`src/rtl/ras_pkg.sv`:
```
// Shared definitions for the commit-side return address stack.
//   RAS_DEPTH   : system RAS depth (fetch and commit stacks must agree)
//   RAS_IDX_W   : slot index width for RAS_DEPTH
//   ras_state_e : repair sequencer states
package ras_pkg;

    localparam int RAS_DEPTH = 8;
    localparam int RAS_IDX_W = $clog2(RAS_DEPTH);

    typedef enum logic [1:0] {
        RAS_IDLE   = 2'd0,
        RAS_STREAM = 2'd1,
        RAS_DONE   = 2'd2
    } ras_state_e;

endpackage

```
`src/rtl/ras_arch_stack.sv`:
```
// Committed return address stack: circular buffer with a registered base
// (oldest slot) and count. Applies retired pops and pushes, handles overflow,
// and offers a read port addressed by logical index (0 = bottom).
// Optional feature macro: RAS_OVERFLOW_WRAP_EN (push when full overwrites the
// oldest entry instead of being dropped).
// Ports:
//   clock, reset     : clock, synchronous active-high reset
//   push, push_npc   : retiring call and its return address
//   pop              : retiring return
//   rd_idx / rd_npc  : logical-index read port
//   top_npc, empty   : committed top entry (0 when empty), empty flag
//   base             : current oldest slot
//   base_nxt/count_nxt : state after this cycle's commits (used for snapshots)
module ras_arch_stack
    import ras_pkg::*;
#(
    parameter int N_ENTRY = RAS_DEPTH,
    parameter int IDX_W   = $clog2(N_ENTRY)
) (
    input  logic             clock,
    input  logic             reset,
    input  logic             push,
    input  logic [63:0]      push_npc,
    input  logic             pop,
    input  logic [IDX_W-1:0] rd_idx,
    output logic [63:0]      rd_npc,
    output logic [63:0]      top_npc,
    output logic             empty,
    output logic [IDX_W-1:0] base,
    output logic [IDX_W-1:0] base_nxt,
    output logic [IDX_W:0]   count_nxt
);

    localparam logic [IDX_W:0] FULL = (IDX_W+1)'(N_ENTRY);
    localparam logic [IDX_W:0] ONE  = (IDX_W+1)'(1);

    logic [63:0]      mem [N_ENTRY];
    logic [IDX_W-1:0] base_q;
    logic [IDX_W:0]   count_q;
    logic [IDX_W:0]   cnt_pop;
    logic             do_write;
    logic [IDX_W-1:0] wr_slot;
    logic [IDX_W-1:0] top_slot;

    // Pop is applied before push, so call+ret together replaces the top.
    always_comb begin
        cnt_pop   = (pop && count_q != '0) ? count_q - ONE : count_q;
        base_nxt  = base_q;
        count_nxt = cnt_pop;
        do_write  = 1'b0;
        wr_slot   = base_q + cnt_pop[IDX_W-1:0];
        if (push) begin
            if (cnt_pop < FULL) begin
                do_write  = 1'b1;
                count_nxt = cnt_pop + ONE;
            end
`ifdef RAS_OVERFLOW_WRAP_EN
            else begin
                // Full: overwrite the oldest slot; it becomes the new top.
                do_write = 1'b1;
                wr_slot  = base_q;
                base_nxt = base_q + IDX_W'(1);
            end
`endif
        end
    end

    always_ff @(posedge clock) begin
        if (reset) begin
            base_q  <= '0;
            count_q <= '0;
        end else begin
            base_q  <= base_nxt;
            count_q <= count_nxt;
        end
    end

    // Storage needs no reset: every read that reaches an output is gated.
    always_ff @(posedge clock) begin
        if (do_write) mem[wr_slot] <= push_npc;
    end

    // Low IDX_W bits of a full count are 0, so the -1 still lands on the top.
    assign top_slot = base_q + count_q[IDX_W-1:0] - IDX_W'(1);
    assign empty    = (count_q == '0);
    assign top_npc  = empty ? 64'd0 : mem[top_slot];
    assign rd_npc   = mem[base_q + rd_idx];
    assign base     = base_q;

endmodule

```
`src/rtl/ras_commit_repair.sv`:
```
// Commit-side RAS plus repair sequencer. Retired calls/returns update the
// architectural stack; a flush snapshots it and streams it oldest-first to the
// fetch RAS over valid/ready, then pulses repair_done.
// Optional feature macro: RAS_OVERFLOW_WRAP_EN (see ras_arch_stack).
// Ports:
//   clock, reset                       : clock, synchronous active-high reset
//   call_commit, call_commit_NPC       : retiring call and its return address
//   ret_commit                         : retiring return
//   flush                              : recovery trigger
//   repair_ready                       : fetch RAS accepts a beat
//   repair_valid/idx/NPC/last          : repair beat
//   repair_count                       : entries in the latest snapshot
//   repair_done                        : one-cycle completion pulse
//   repair_busy                        : sequencer active; no commits allowed
//   arch_empty, arch_top_NPC           : committed stack status
// All outputs come from registers; no input-to-output combinational path.
module ras_commit_repair
    import ras_pkg::*;
#(
    parameter int N_ENTRY = RAS_DEPTH,
    parameter int IDX_W   = $clog2(N_ENTRY)
) (
    input  logic             clock,
    input  logic             reset,
    input  logic             call_commit,
    input  logic [63:0]      call_commit_NPC,
    input  logic             ret_commit,
    input  logic             flush,
    input  logic             repair_ready,
    output logic             repair_valid,
    output logic [IDX_W-1:0] repair_idx,
    output logic [63:0]      repair_NPC,
    output logic             repair_last,
    output logic [IDX_W:0]   repair_count,
    output logic             repair_done,
    output logic             repair_busy,
    output logic             arch_empty,
    output logic [63:0]      arch_top_NPC
);

    ras_state_e       state_q, state_d;
    logic [IDX_W-1:0] snap_base_q, snap_base_d;
    logic [IDX_W:0]   snap_count_q, snap_count_d;
    logic [IDX_W-1:0] k_q, k_d;

    logic [IDX_W-1:0] cur_base, base_nxt, rd_idx;
    logic [IDX_W:0]   count_nxt;
    logic [63:0]      rd_npc;
    logic             beat_last;

    ras_arch_stack #(.N_ENTRY(N_ENTRY), .IDX_W(IDX_W)) u_stack (
        .clock     (clock),
        .reset     (reset),
        .push      (call_commit),
        .push_npc  (call_commit_NPC),
        .pop       (ret_commit),
        .rd_idx    (rd_idx),
        .rd_npc    (rd_npc),
        .top_npc   (arch_top_NPC),
        .empty     (arch_empty),
        .base      (cur_base),
        .base_nxt  (base_nxt),
        .count_nxt (count_nxt)
    );

    // Beat k is snapshot entry k; rebase it onto the live stack's base so a
    // snapshot stays addressable even if the base moved after it was taken.
    assign rd_idx    = k_q + snap_base_q - cur_base;
    assign beat_last = ({1'b0, k_q} == snap_count_q - (IDX_W+1)'(1));

    always_comb begin
        state_d      = state_q;
        k_d          = k_q;
        snap_base_d  = snap_base_q;
        snap_count_d = snap_count_q;
        case (state_q)
            RAS_STREAM: begin
                if (repair_ready) begin
                    if (beat_last) state_d = RAS_DONE;
                    else           k_d     = k_q + IDX_W'(1);
                end
            end
            RAS_DONE: begin
                state_d = RAS_IDLE;
                k_d     = '0;
            end
            default: ;
        endcase
        // Flush wins in every state; the snapshot includes this cycle's commit.
        if (flush) begin
            snap_base_d  = base_nxt;
            snap_count_d = count_nxt;
            k_d          = '0;
            state_d      = (count_nxt != '0) ? RAS_STREAM : RAS_DONE;
        end
    end

    always_ff @(posedge clock) begin
        if (reset) begin
            state_q      <= RAS_IDLE;
            k_q          <= '0;
            snap_base_q  <= '0;
            snap_count_q <= '0;
        end else begin
            state_q      <= state_d;
            k_q          <= k_d;
            snap_base_q  <= snap_base_d;
            snap_count_q <= snap_count_d;
        end
    end

    assign repair_valid = (state_q == RAS_STREAM);
    assign repair_idx   = repair_valid ? k_q : '0;
    assign repair_NPC   = repair_valid ? rd_npc : 64'd0;
    assign repair_last  = repair_valid && beat_last;
    assign repair_done  = (state_q == RAS_DONE);
    assign repair_busy  = (state_q != RAS_IDLE);
    assign repair_count = snap_count_q;

    // The ROB must hold off retirement of calls/returns during a repair.
    a_no_commit_busy: assert property (@(posedge clock) disable iff (reset)
        !(repair_busy && (call_commit || ret_commit)));

endmodule

```
`config.mk`:
```
export PLATFORM = sky130hd
export DESIGN_NAME = ras_commit_repair
export DESIGN_NICKNAME = d
export VERILOG_FILES = /design/src/rtl/ras_pkg.sv /design/src/rtl/ras_arch_stack.sv /design/src/rtl/ras_commit_repair.sv
export SDC_FILE = /design/constraint.sdc
export NUM_CORES = 1
export LEC_CHECK = 0
export CAP_MARGIN = 30
export CORE_MARGIN = 2
export CORE_UTILIZATION = 37
export DETAILED_ROUTE_END_ITERATION = 6
export PLACE_DENSITY_LB_ADDON = 0.3
export SLEW_MARGIN = 15
export SYNTH_ARGS = -nofsm -noshare
export SYNTH_HDL_FRONTEND = slang
export SYNTH_SLANG_ARGS = --single-unit
```
`constraint.sdc`:
```
create_clock -name clock -period 5.1 [get_ports clock]
set_input_delay 1.02 -clock clock [delete_from_list [all_inputs] [get_ports clock]]
set_output_delay 1.02 -clock clock [all_outputs]
set_load 0.02 [all_outputs]
```
== Yosys cells after proc, flatten, opt, wreduce, memory -nomap -nowiden ==
Memory sizes are Yosys's and may differ from the RTL's. A register that Yosys moved wholly into a read port is not among the register bits.
Index checks and enable logic that the tools add are counted.

* $add $sub $neg: 5
* $lt $le $gt $ge: 1
* Equal/unequal tests: 7
* Mux-type cells: 20
* Reductions and logical operators: 11

{| class="wikitable"
|+ Operators by type and width
! operator !! number
|-
| two-way mux 64 bit || 2
|-
| two-way mux 3 bit || 5
|-
| two-way mux 4 bit || 3
|-
| two-way mux 2 bit || 4
|-
| nonzero test 4 bit || 2
|-
| subtractor 4 x 1 -> 4 bit, second input constant || 2
|-
| case mux 3 bit (2 select lines) || 1
|-
| AND reduction 3 bit || 2
|-
| adder 4 x 1 -> 4 bit, second input constant || 1
|-
| equality test 3 x 4 -> 1 bit || 1
|-
| zero test 4 bit || 1
|-
| < comparator 4 bit, second input constant || 1
|-
| two-way mux 1 bit || 4
|-
| inequality test 2 bit, second input constant || 2
|-
| case mux 2 bit (2 select lines) || 1
|-
| nonzero test 2 bit || 2
|-
| adder 3 x 1 -> 3 bit, second input constant || 1
|-
| inequality test 3 x 2 -> 1 bit, second input constant || 1
|-
| inequality test 3 bit, second input constant || 1
|-
| nonzero test 3 bit || 1
|-
| subtractor 3 x 1 -> 3 bit, second input constant || 1
|-
| equality test 2 x 1 -> 1 bit, second input constant || 1
|-
| equality test 2 bit, second input constant || 1
|-
| logical AND 1 bit || 2
|-
| OR reduction 2 bit || 1
|}

* Register bits after elaboration: 13
* RAM bits: 512
* Output and inout bits: 140
* Logic and storage cells: 49
* Memories kept: 1

{| class="wikitable"
|+ Memory list
! name !! words !! width !! rd ports !! clocked after memory_dff !! wr ports !! RTL line !! RTL
|-
| u_stack.mem || 8 || 64 || 2 || 1 || 1 || ras_arch_stack.sv:37 || <nowiki>logic [63:0] mem [N_ENTRY];</nowiki>
|}

== Longest topological paths before layout ==
* Depth in word-level cells: 9
* Gate-level depth with buffers: 11

== Modules after synthesis ==
Synthesis repeated with hierarchy kept, for this count alone.

* Cell total of the unflattened synthesis: 1323
* Area total of the unflattened synthesis: 24689.9 um^2

{| class="wikitable"
|+ By module, submodules not included
! module !! times used !! cells an instance !! area each (um^2) !! sequential area each (um^2)
|-
| ras_arch_stack || 1 || 1166 || 23511.3 || 15454.8
|-
| ras_commit_repair || 1 || 157 || 1178.6 || 240.2
|}

== Worst setup path before layout ==
Ideal clock, no wire load.

* Path type: input port to flip-flop
* From: input ret_commit
* To: memory u_stack.mem[7][0], enable pin
* Setup time: 0.490 ns
* Arrival time: 4.776 ns
* Required time: 4.610 ns
* Path slack: -0.166 ns
* Stages: 5
* Cell sequence: buf_2 nor4b_2 mux2i_1 nand2_1 nor2_1

* Word-level cells in the longest chain between the ends: 7

{| class="wikitable"
|+ Ends and longest elaborated chain
! what !! RTL line !! RTL
|-
| start, declared || ras_commit_repair.sv:27 || <nowiki>input logic ret_commit,</nowiki>
|-
| logical AND 1 bit * || ras_arch_stack.sv:47 || <nowiki>cnt_pop = (pop && count_q != '0) ? count_q - ONE : count_q;</nowiki>
|-
| two-way mux 4 bit * || ras_arch_stack.sv:47 ||
|-
| < comparator 4 bit || ras_arch_stack.sv:53 || <nowiki>if (cnt_pop < FULL) begin</nowiki>
|-
| two-way mux 1 bit || ras_arch_stack.sv:53 ||
|-
| two-way mux 1 bit || ras_arch_stack.sv:52 || <nowiki>if (push) begin</nowiki>
|-
| two-way mux 1 bit || ras_arch_stack.sv:80 || <nowiki>if (do_write) mem[wr_slot] <= push_npc;</nowiki>
|-
| two-way mux 1 bit (implied by the code) || ras_arch_stack.sv:80 ||
|-
| end, declared || ras_arch_stack.sv:37 ||
|}

Every way passes the cells marked *; elsewhere a longest branch is shown, timed or not.

== Worst setup path in the final report ==
* From: register u_stack.count_q[0]
* To: output arch_top_NPC[1]

* Word-level cells in the longest chain between the ends: 3
* Elaborated cells on any way between the ends: 4
* Classes of those cells: add/sub (1); mux (1); reduce/logical (1); memory (1)

{| class="wikitable"
|+ Ends and longest elaborated chain
! what !! RTL line !! RTL
|-
| start, declared || ras_arch_stack.sv:39 || <nowiki>logic [IDX_W:0] count_q;</nowiki>
|-
| start signal, assigned || ras_arch_stack.sv:74 || <nowiki>count_q <= count_nxt;</nowiki>
|-
| subtractor 3 x 1 -> 3 bit || ras_arch_stack.sv:84 || <nowiki>assign top_slot = base_q + count_q[IDX_W-1:0] - IDX_W'(1);</nowiki>
|-
| memory read (8 x 64 bit) || -- ||
|-
| two-way mux 64 bit * || ras_arch_stack.sv:86 || <nowiki>assign top_npc = empty ? 64'd0 : mem[top_slot];</nowiki>
|-
| end, declared || ras_commit_repair.sv:38 || <nowiki>output logic [63:0] arch_top_NPC</nowiki>
|}

Marks and branches as above.

==> impl_metrics.env <==
export IMPL_drt_total_wl_um=64170
export IMPL_start_util_pct=37.56
export IMPL_clock_path_buffers=3
export IMPL_ys_types=49
export IMPL_maxCapViolations=0
export IMPL_drive_gt1_share_pct=25.27
export IMPL_fin_tns_setup_ps=0
export IMPL_start_kind="flip-flop"
export IMPL_postCtsSetupBuffers=0
export IMPL_viasPerCell=5.652
export IMPL_wl_met1_um=26440
export IMPL_drcViolationCount=0
export IMPL_top_layer="met5"
export IMPL_wl_met3_um=4710
export IMPL_cts_buffers=54
export IMPL_overflow=0
export IMPL_ctsHoldBuffers=0
export IMPL_grt_pass1_vias=14240
export IMPL_hold_path_class="flip-flop to flip-flop"
export IMPL_cp_required_ps=4080
export IMPL_ir_drop_v=0.0004562
export IMPL_clock_latency_ps=610
export IMPL_yosysSeqAreaShare_pct=64.59
export IMPL_p_total_mw=16.65
export IMPL_grt_max_degree=119
export IMPL_final_cells=2418
export IMPL_post_synth_cell_area_avg_um2=18.46
export IMPL_grt_use_total_pct=18.97
export IMPL_path_class="flip-flop to output port"
export IMPL_nets=1595
export IMPL_layout_setup_ws_ps=274.7
export IMPL_antenna_cells=0
export IMPL_async_reset_ff_share_pct=0
export IMPL_netlist_area_mm2=0.02430
export IMPL_rsz0062_at_grt="no"
export IMPL_ys_flop_type="edfxtp_1"
export IMPL_clock_fmax_mhz=207.2
export IMPL_path_clk_slew_ps=60
export IMPL_place_gp_congestion=0.7108
export IMPL_dp_slack_ps=869.7
export IMPL_chipWidth_um=260.3
export IMPL_status="finished clean"
export IMPL_root_buffer="clkbuf_16"
export IMPL_h_tree_depth=2
export IMPL_placed_cells=2321
export IMPL_yosys_warnings=0
export IMPL_synth_edf_count=512
export IMPL_multi_input_area_mm2=0.008243
export IMPL_power_density_mw_per_mm2=567.4
export IMPL_fin_crit_ps=4825
export IMPL_final_cell_mix="edfxtp_1, mux4_2, clkdlybuf4s50_1"
export IMPL_antenna_found_initial=5
export IMPL_endpoint_kind="output port"
export IMPL_skew_ps=18.92
export IMPL_wl_per_cell_um=26.54
export IMPL_rows=93
export IMPL_finalHoldViolations=0
export IMPL_post_cts_resized=0
export IMPL_met2WireLength_um=31630
export IMPL_ant_nets=0
export IMPL_synth_net_count=1389
export IMPL_clock_sinks=528
export IMPL_pin_count=210
export IMPL_num_vias=13670
export IMPL_netlist_instances=1316
export IMPL_dpl_hpwl_um=37100
export IMPL_nFillCells=5528
export IMPL_finalSetupViolations=0
export IMPL_cp_max_fo=38
export IMPL_maxSlewViolCount=0
export IMPL_ys_ff_latch=528
export IMPL_tightest_slew_ps=1159
export IMPL_relSlewSlack_pct=22.70
export IMPL_dieArea_mm2=0.06774
export IMPL_grt_pass1_wl_um=94560
export IMPL_seqCellArea_mm2=0.01571
export IMPL_core_mm2=0.06470
export IMPL_area_growth_pct=20.74
export IMPL_drt_initial_drc_count=1048
export IMPL_die_h_um=260.3
export IMPL_cts_tree="built"
export IMPL_p_leak_nw=8.900
export IMPL_cp_data_arrival_time_ps=3810
export IMPL_first_pass_iters=5
export IMPL_final_common_cell="edfxtp_1"
export IMPL_finalCritPeriodShare_pct=94.61
export IMPL_portBuffers=209
-- layout make-up --
type / count / share of cell area, %
repair buffers: 247 / 8.657
clock buffers: 69 / 4.870
multi-input cells: 679 / 28.10
clock inverters: 28 / 1.028
inverters: 12 / 0.1535
well taps: 855 / 3.646
flip-flops and latches: 528 / 53.55
-- layer usage --
layer / vias up / global-route usage [%]
li1: 5812 / -
met1: 7246 / 25.77
met2: 508 / 31.25
met3: 90 / 4.235
met4: 10 / 4.556
met5: - / 0
-- flip-flops by register name (all words and copies together), names as in the netlist, named ones only --
name / cells
state_q: 2
u_stack.count_q: 4
k_q: 3
repair_count: 4
u_stack.mem: 512
-- cell families after synthesis --
group	after synthesis	synth area share [%]
DFF	528	64.59
buffers and inverters	109	1.869
and+or+nand+nor	256	4.506
muxes	325	26.59
xor gates and xnor gates	5	0.1803
adders and majority gates	3	0.1545
AOI/OAI and AO/OA	90	2.106
-- Yosys cell counts (all sizes together) (2+ instances only) --
cell type | instances | area, um2
nand2 | 139 | 521.8
nor4 | 3 | 33.78
nor2 | 80 | 300.3
and2 | 6 | 37.54
xnor2 | 3 | 26.28
inv | 12 | 45.04
buf | 47 | 221.5
xor2 | 2 | 17.52
dfxtp | 16 | 320.3
o31ai | 2 | 15.01
o21ai | 5 | 25.02
edfxtp | 512 | 15370
or2 | 3 | 18.77
clkbuf | 50 | 187.7
ha | 3 | 37.54
nor4b | 2 | 23.77
a21oi | 67 | 335.3
mux2i | 68 | 680.7
nand2b | 9 | 56.30
nor3 | 7 | 40.04
mux4 | 256 | 5766
nor2b | 2 | 12.51
a211oi | 3 | 27.52
-- through the flow --
| stage | cell area [um2] | utilization [%] | hold WS (ps) |
|---|---|---|---|
| after CTS | 29340 | 45.35 | 547.4 |
| after floorplan | 24300 | - | 508.6 |
| after global placement | 27590 | 42.64 | 540.5 |
| after detailed placement | 27610 | 42.67 | 538.6 |
| final | 29340 | 45.35 | 545.7 |
| after global routing | 29340 | 45.35 | 589.4 |
-- power by group --
part	switching, mW	internal [mW]	total (mW)
registers	0.344	5.61	5.95
logic	3.92	2.88	6.80
clock network	1.62	2.28	3.89
-- critical path, stage by stage, from the launching register on --
cell and delay, ps:
dfxtp_4 600, inv_1 140, ha_4 210, nor2b_1 290, or2_2 430, buf_12 310, nand2_1 80, a21oi_1 430
clkdlybuf4s50_1 710
-- path summary, 6_finish.rpt --
check	from	to	slack, ps	cells after the start
worst max-delay path	u_stack.count_q[0]	arch_top_NPC[1]	270	8
worst min-delay path	repair_count[1]	repair_count[1]	550	2
worst max register to register	u_stack.count_q[0]	u_stack.mem[6][47]	1350	6
worst min register to register	repair_count[1]	repair_count[1]	550	2
Power figures use the tool's default switching activity.
